`config.mk`:
```
export PLATFORM = sky130hd
export DESIGN_NAME = pwm_duty_sequencer
export DESIGN_NICKNAME = d
export VERILOG_FILES = /design/src/rtl/pwm_duty_sequencer.sv
export SDC_FILE = /design/constraint.sdc
export NUM_CORES = 1
export LEC_CHECK = 0
export CORE_AREA = 10 10 162 119
export CTS_CLUSTER_DIAMETER = 120
export DETAILED_ROUTE_END_ITERATION = 10
export DIE_AREA = 0 0 172 129
export GPL_TIMING_DRIVEN = 0
export PLACE_DENSITY = 0.76
export SYNTH_ARGS = -nofsm -noshare
export SYNTH_HDL_FRONTEND = slang
export SYNTH_SLANG_ARGS = --single-unit
```
`constraint.sdc`:
```
create_clock -name clk -period 7.9 [get_ports clk]
set_clock_uncertainty 0.2 [all_clocks]
set_input_delay 1.58 -clock clk [delete_from_list [all_inputs] [get_ports clk]]
set_output_delay 1.58 -clock clk [all_outputs]
set_load 0.02 [all_outputs]
```
`src/rtl/pwm_duty_sequencer.sv`:
```
// rtl/pwm_duty_sequencer.sv - slew-limited signed duty sequencer with reversal coast and fault latch
// Define PWM_SEQ_WATCHDOG_EN to add the no-new-target watchdog stop.
module pwm_duty_sequencer #(
  parameter int MAX_COUNT    = 10000,
  parameter int STEP         = 100,
  parameter int DEAD_PERIODS = 4,
  parameter int WDOG_PERIODS = 1000
) (
  input  logic               clk,
  input  logic               rst_n,
  input  logic               tgt_valid,
  input  logic signed [31:0] tgt_duty,
  output logic               tgt_ready,
  input  logic               fault,
  input  logic               fault_clr,
  output logic signed [31:0] duty_out,
  output logic               at_target,
  output logic               fault_active,
  output logic               wdog_expired
);

  localparam int CW = (MAX_COUNT > 1) ? $clog2(MAX_COUNT) : 1;
  localparam int DW = (DEAD_PERIODS > 1) ? $clog2(DEAD_PERIODS) : 1;
  localparam logic signed [32:0] STEP_W = 33'(STEP);
  localparam logic signed [31:0] STEP_N = 32'(STEP);
  localparam logic signed [31:0] MAX_N  = 32'(MAX_COUNT);

  typedef enum logic [2:0] {S_IDLE, S_RAMP, S_HOLD, S_COAST, S_FAULT} state_t;
  state_t state, state_nxt;

  logic [CW-1:0]      cnt;
  logic               tick;
  logic [DW-1:0]      coast_cnt;
  logic               coast_done;
  logic signed [31:0] target;
  logic signed [31:0] tgt_clip;
  logic signed [31:0] duty_step;
  logic signed [32:0] duty_w;
  logic signed [32:0] target_w;
  logic signed [32:0] diff;
  logic               rev;
  logic               accept;
  logic               wdog_fire;

  assign tick       = (cnt == CW'(MAX_COUNT - 1));
  assign coast_done = (coast_cnt == DW'(DEAD_PERIODS - 1));
  assign accept     = tgt_valid && tgt_ready;

  always_ff @(posedge clk or negedge rst_n) begin
    if (!rst_n)    cnt <= '0;
    else if (tick) cnt <= '0;
    else           cnt <= cnt + CW'(1);
  end

  always_comb begin
    tgt_clip = tgt_duty;
    if (tgt_duty > MAX_N)       tgt_clip = MAX_N;
    else if (tgt_duty < -MAX_N) tgt_clip = -MAX_N;
  end

  // Opposite nonzero signs always pass through zero first, never a direct flip.
  always_comb begin
    duty_w    = {duty_out[31], duty_out};
    target_w  = {target[31], target};
    diff      = target_w - duty_w;
    rev       = (duty_out != '0) && (target != '0) && (duty_out[31] != target[31]);
    duty_step = duty_out;
    if (rev) begin
      if ((duty_w <= STEP_W) && (duty_w >= -STEP_W)) duty_step = '0;
      else if (duty_out[31])                         duty_step = duty_out + STEP_N;
      else                                           duty_step = duty_out - STEP_N;
    end else if ((diff <= STEP_W) && (diff >= -STEP_W)) begin
      duty_step = target;
    end else if (diff[32]) begin
      duty_step = duty_out - STEP_N;
    end else begin
      duty_step = duty_out + STEP_N;
    end
  end

  always_ff @(posedge clk or negedge rst_n) begin
    if (!rst_n) state <= S_IDLE;
    else        state <= state_nxt;
  end

  always_comb begin
    state_nxt = state;
    if (fault) begin
      state_nxt = S_FAULT;
    end else begin
      case (state)
        S_FAULT: if (fault_clr) state_nxt = S_IDLE;
        S_COAST: if (tick && coast_done) state_nxt = (target == '0) ? S_IDLE : S_RAMP;
        default: begin
          if (tick) begin
            if (rev && (duty_step == '0))  state_nxt = S_COAST;
            else if (duty_step == target)  state_nxt = (target == '0) ? S_IDLE : S_HOLD;
            else                           state_nxt = S_RAMP;
          end else if (target != duty_out) begin
            state_nxt = S_RAMP;
          end
        end
      endcase
    end
  end

  always_comb begin
    tgt_ready    = (state != S_FAULT) && !fault;
    fault_active = (state == S_FAULT);
    at_target    = (duty_out == target) && ((state == S_HOLD) || (state == S_IDLE));
  end

  always_ff @(posedge clk or negedge rst_n) begin
    if (!rst_n)                    coast_cnt <= '0;
    else if (state != S_COAST)     coast_cnt <= '0;
    else if (tick && !coast_done)  coast_cnt <= coast_cnt + DW'(1);
  end

  // Fault entry is the only duty change not aligned to the period boundary.
  always_ff @(posedge clk or negedge rst_n) begin
    if (!rst_n) begin
      duty_out <= '0;
      target   <= '0;
    end else if (fault || (state == S_FAULT)) begin
      duty_out <= '0;
      target   <= '0;
    end else begin
      if (tick && (state != S_COAST)) duty_out <= duty_step;
      if (accept)         target <= tgt_clip;
      else if (wdog_fire) target <= '0;
    end
  end

`ifdef PWM_SEQ_WATCHDOG_EN
  localparam int WW = $clog2(WDOG_PERIODS + 1);
  logic [WW-1:0] wdog_cnt;

  assign wdog_fire = tick && !wdog_expired && (wdog_cnt == WW'(WDOG_PERIODS - 1));

  always_ff @(posedge clk or negedge rst_n) begin
    if (!rst_n) begin
      wdog_cnt     <= '0;
      wdog_expired <= 1'b0;
    end else if (accept) begin
      wdog_cnt     <= '0;
      wdog_expired <= 1'b0;
    end else if (wdog_fire) begin
      wdog_expired <= 1'b1;
    end else if (tick && !wdog_expired) begin
      wdog_cnt <= wdog_cnt + WW'(1);
    end
  end
`else
  assign wdog_fire    = 1'b0;
  assign wdog_expired = 1'b0;
`endif

endmodule

```
==> summary.txt <==
Timing
  • Worst slew pin tran: 1.10 ns
  • Fmax: 0.134 GHz
  • Setup TNS: 0 ns
  • Fin worst setup slack: approximately 0.45 ns
  • Max-slew violations: 0
  • RSZ-0062 raised after global routing: no
  • Fin crit share: approximately 94%
  • Rel. slew slack: a little over a quarter
  • Final setup fails: 0
  • Hold Vio Cnt, Final: 0
  • Final min period: around 7.4 ns
  • Hold Worst Slack: around 0.3 ns

CTS
  • H-tree depth: 3
  • Latest clock arrival within the worst-skew pair: 0.36 ns
  • Clk sinks: a little over 80
  • Clock transition at the registers of the reported paths: 0.07 ns
  • CTS tree: built
  • CTS resizes: 0
  • CTS buffer count: 9
  • # Post-CTS Setup Buffers: 0
  • CTS Hold Bufs: 0
  • Root buf cell: clkbuf_16
  • Clk buf depth: 2

Placed design
  • Place WS: around 1.2 ns
  • I/O Buffers: 71
  • Final HPWL DP: about 32000 um
  • Routability cong.: about 1.1

Finish
  • Fillcell total: about 1400
  • Area growth from synthesis to layout: 13.7%
  • Most frequent cells in the layout: nand2_1, nor2_1, o21ai_0
  • Commonest non-fill, non-tap cell in the layout: nand2_1
  • Nets: 1439
  • Proportion of layout cells with a drive suffix above 1: under 10%

Route
  • Initial DRC Count: between 1500 and 2000
  • DRT Pass-1 Iters: 6
  • Drt total wl: 39600 um
  • Vias/cell: 6.98
  • DR vias: between 10000 and 15000
  • DR WL/cell: roughly 25 um
  • Final ANT Viol Nets: 0
  • DRC errors left: 0

Synthesis
  • Yosys cell types: 89
  • Mapped cell area: about 9500 um^2
  • Post-Synthesis Cells: between 1000 and 1500
  • YS warnings: 0
  • FF+latch count, synth: between 80 and 90
  • Sequential area share after synthesis: 21.9%
  • Post-synth EDFFs: 0
  • Dominant cells by area after synthesis: dfrtp_1, xnor2_1, nand2_1
  • Area leader, netlist: dfrtp_1
  • Ys async rst share: 100%
  • Synth Area per Inst: between 7 and 8 um^2
  • Ys flop type: dfrtp_1
  • Syn_nets: roughly 1400
  • Yosys top cell area share: a little over a fifth

Worst setup path
  • CP Data Required Time: 7.98 ns
  • CP Class: flop to flop
  • Top cell family by delay on the critical path: simple AND/OR/NAND/NOR gates
  • Reg2reg setup slack: ~0.45 ns
  • Critical Path Sink Type: flop
  • CP cell instances: clkbuf_1 > inv_1 > ha_1 > buf_4 > nand2b_1 > a211o_1 > a211oi_1 > nor3_1 > or3_1 > a21oi_1 > o2111ai_1 > nor4_1 > nand4b_1 > nand2_1 > nand2_1 > buf_2 > o221ai_1 > nand4_1 > nor4b_1 > a21o_1
  • CP max stage delay: 1.00 ns
  • Worst Path Buf+Inv: 4
  • Worst path slowest cell: nor4b_1
  • CP most frequent cell: nand2_1
  • Crit path DAT: about 7.5 ns
  • CP Max Fanout: 10
  • Setup crit start kind: flop

Die
  • Die ar.: around 22000 um^2
  • Ports: 73
  • # rows: 39
  • Core area: roughly 16000 um^2
  • Die width: 172 um
  • Die height: roughly 130 um
  • Initial core utilization: between 50% and 60%

Power
  • Power Density: 174 nW/um^2
  • Clock Power Share: approximately a quarter
  • Total net switching power: roughly 0.86 mW
  • Worst VDD drop: about 120 uV
  • Combinational share of power: between 50% and 60%
  • Leakage: around 4.4 nW
  • Sequential fraction of design power: around 25%
  • Int Power: between 1 and 1.5 mW
  • Sw Share: between 40% and 50%

GRT
  • Vias in the first global route: slightly below 10000
  • Overall routing resource usage: about a third
  • Gr ovfl total: 0
  • Largest net degree at the start of global routing: ~70
  • Initial antenna violation count: 2
  • First-pass GRT wire length: between 50000 and 60000 um

Flow run
  • Max Cap Viol: 0

Hold path
  • Hold Crit Class: flop to flop

Outcome
  • Status: complete, no violations
==> through the flow <==
stage | utilization [%] | area, um^2 | total power, mW | instances
detailed placement | 65.1 | 10500 | 1.38 | 1556
global route | 66.9 | 10800 | 1.93 | 1572
floorplan | - | 9490 | 1.08 | 1279
global placement | 64.9 | 10500 | 1.37 | 1555
finish | 67.0 | 10800 | 1.87 | 1573
CTS | 66.9 | 10800 | 1.80 | 1572
==> sequential cells by signal, summed over array words and instances, names as in the netlist <==
register / count
duty_out: 32
target: 32
state: 3
coast_cnt: 2
cnt: 14
==> cell usage after synthesis (5+ instances only) <==
cell	count
nand2_1	170
nor2_1	106
o21ai_0	94
dfrtp_1	83
xnor2_1	80
a21oi_1	64
inv_1	58
nor3_1	42
nand3_1	40
ha_1	39
clkbuf_1	38
mux2i_1	37
nor4_1	36
nand4_1	31
xor2_1	25
o22ai_1	22
buf_2	19
and3_1	17
a22o_1	15
a21o_1	14
a211oi_1	11
a31oi_1	11
nand2b_1	11
nor2b_1	11
o21a_1	11
o221ai_1	11
and2_1	9
or3_1	9
a21boi_0	8
and4_1	8
o211ai_1	8
or4_1	8
buf_6	7
nand4b_1	7
o31ai_1	6
a2111oi_0	5
o2111ai_1	5
==> worst paths after layout <==
check,depth (start not counted),end,start
worst max register to register,20,state[1],duty_out[2]
worst min-delay path,1,cnt[12],cnt[12]
worst max-delay path,20,state[1],duty_out[2]
min in group asynchronous,1,duty_out[20],rst_n
worst min register to register,1,cnt[12],cnt[12]
max in group asynchronous,2,duty_out[2],rst_n
==> layout make-up <==
| cell class | count | area (um^2) | area share [%] |
|---|---|---|---|
| multi-input combinational | 1066 | 6840 | 63.4 |
| buffer | 69 | 343 | 3.18 |
| inverter | 61 | 229 | 2.12 |
| antenna | 1 | 2.50 | 0.0232 |
| clock inverter | 7 | 76.3 | 0.708 |
| tap | 205 | 256 | 2.38 |
| clock buffer | 9 | 225 | 2.09 |
| timing repair buffer | 72 | 736 | 6.82 |
| sequential | 83 | 2080 | 19.3 |
==> cells by family (layout without fill, tap and decap cells) <==
group	count (synthesis)	in the layout	synth area share, %
xor gates and xnor gates	105	105	9.69
other	1	2	0.0395
buffers and inverters	130	218	6.03
adders and majority gates	40	40	5.35
and+or+nand+nor	535	535	28.2
muxes	38	38	4.02
AOI/OAI and AO/OA	347	347	24.7
DFF	83	83	21.9
==> power by group through the flow <==
stage | sequential, mW | combinational, mW | clock [mW]
detailed placement | 0.467 | 0.908 | 0
CTS | 0.459 | 0.914 | 0.432
floorplan | 0.454 | 0.623 | 0
finish | 0.461 | 0.976 | 0.437
global placement | 0.467 | 0.902 | 0
global route | 0.460 | 1.01 | 0.452
==> layer usage <==
layer / track usage, % / wire length (um) / vias to the layer above
li1: - / - / 4898
met1: 48.2 / 16400 / 5112
met2: 45.1 / 14900 / 854
met3: 16.9 / 6880 / 120
met4: 9.76 / 1380 / 0
met5: 0 / 0 / -
No activity file was read; power rests on OpenSTA's default activity.
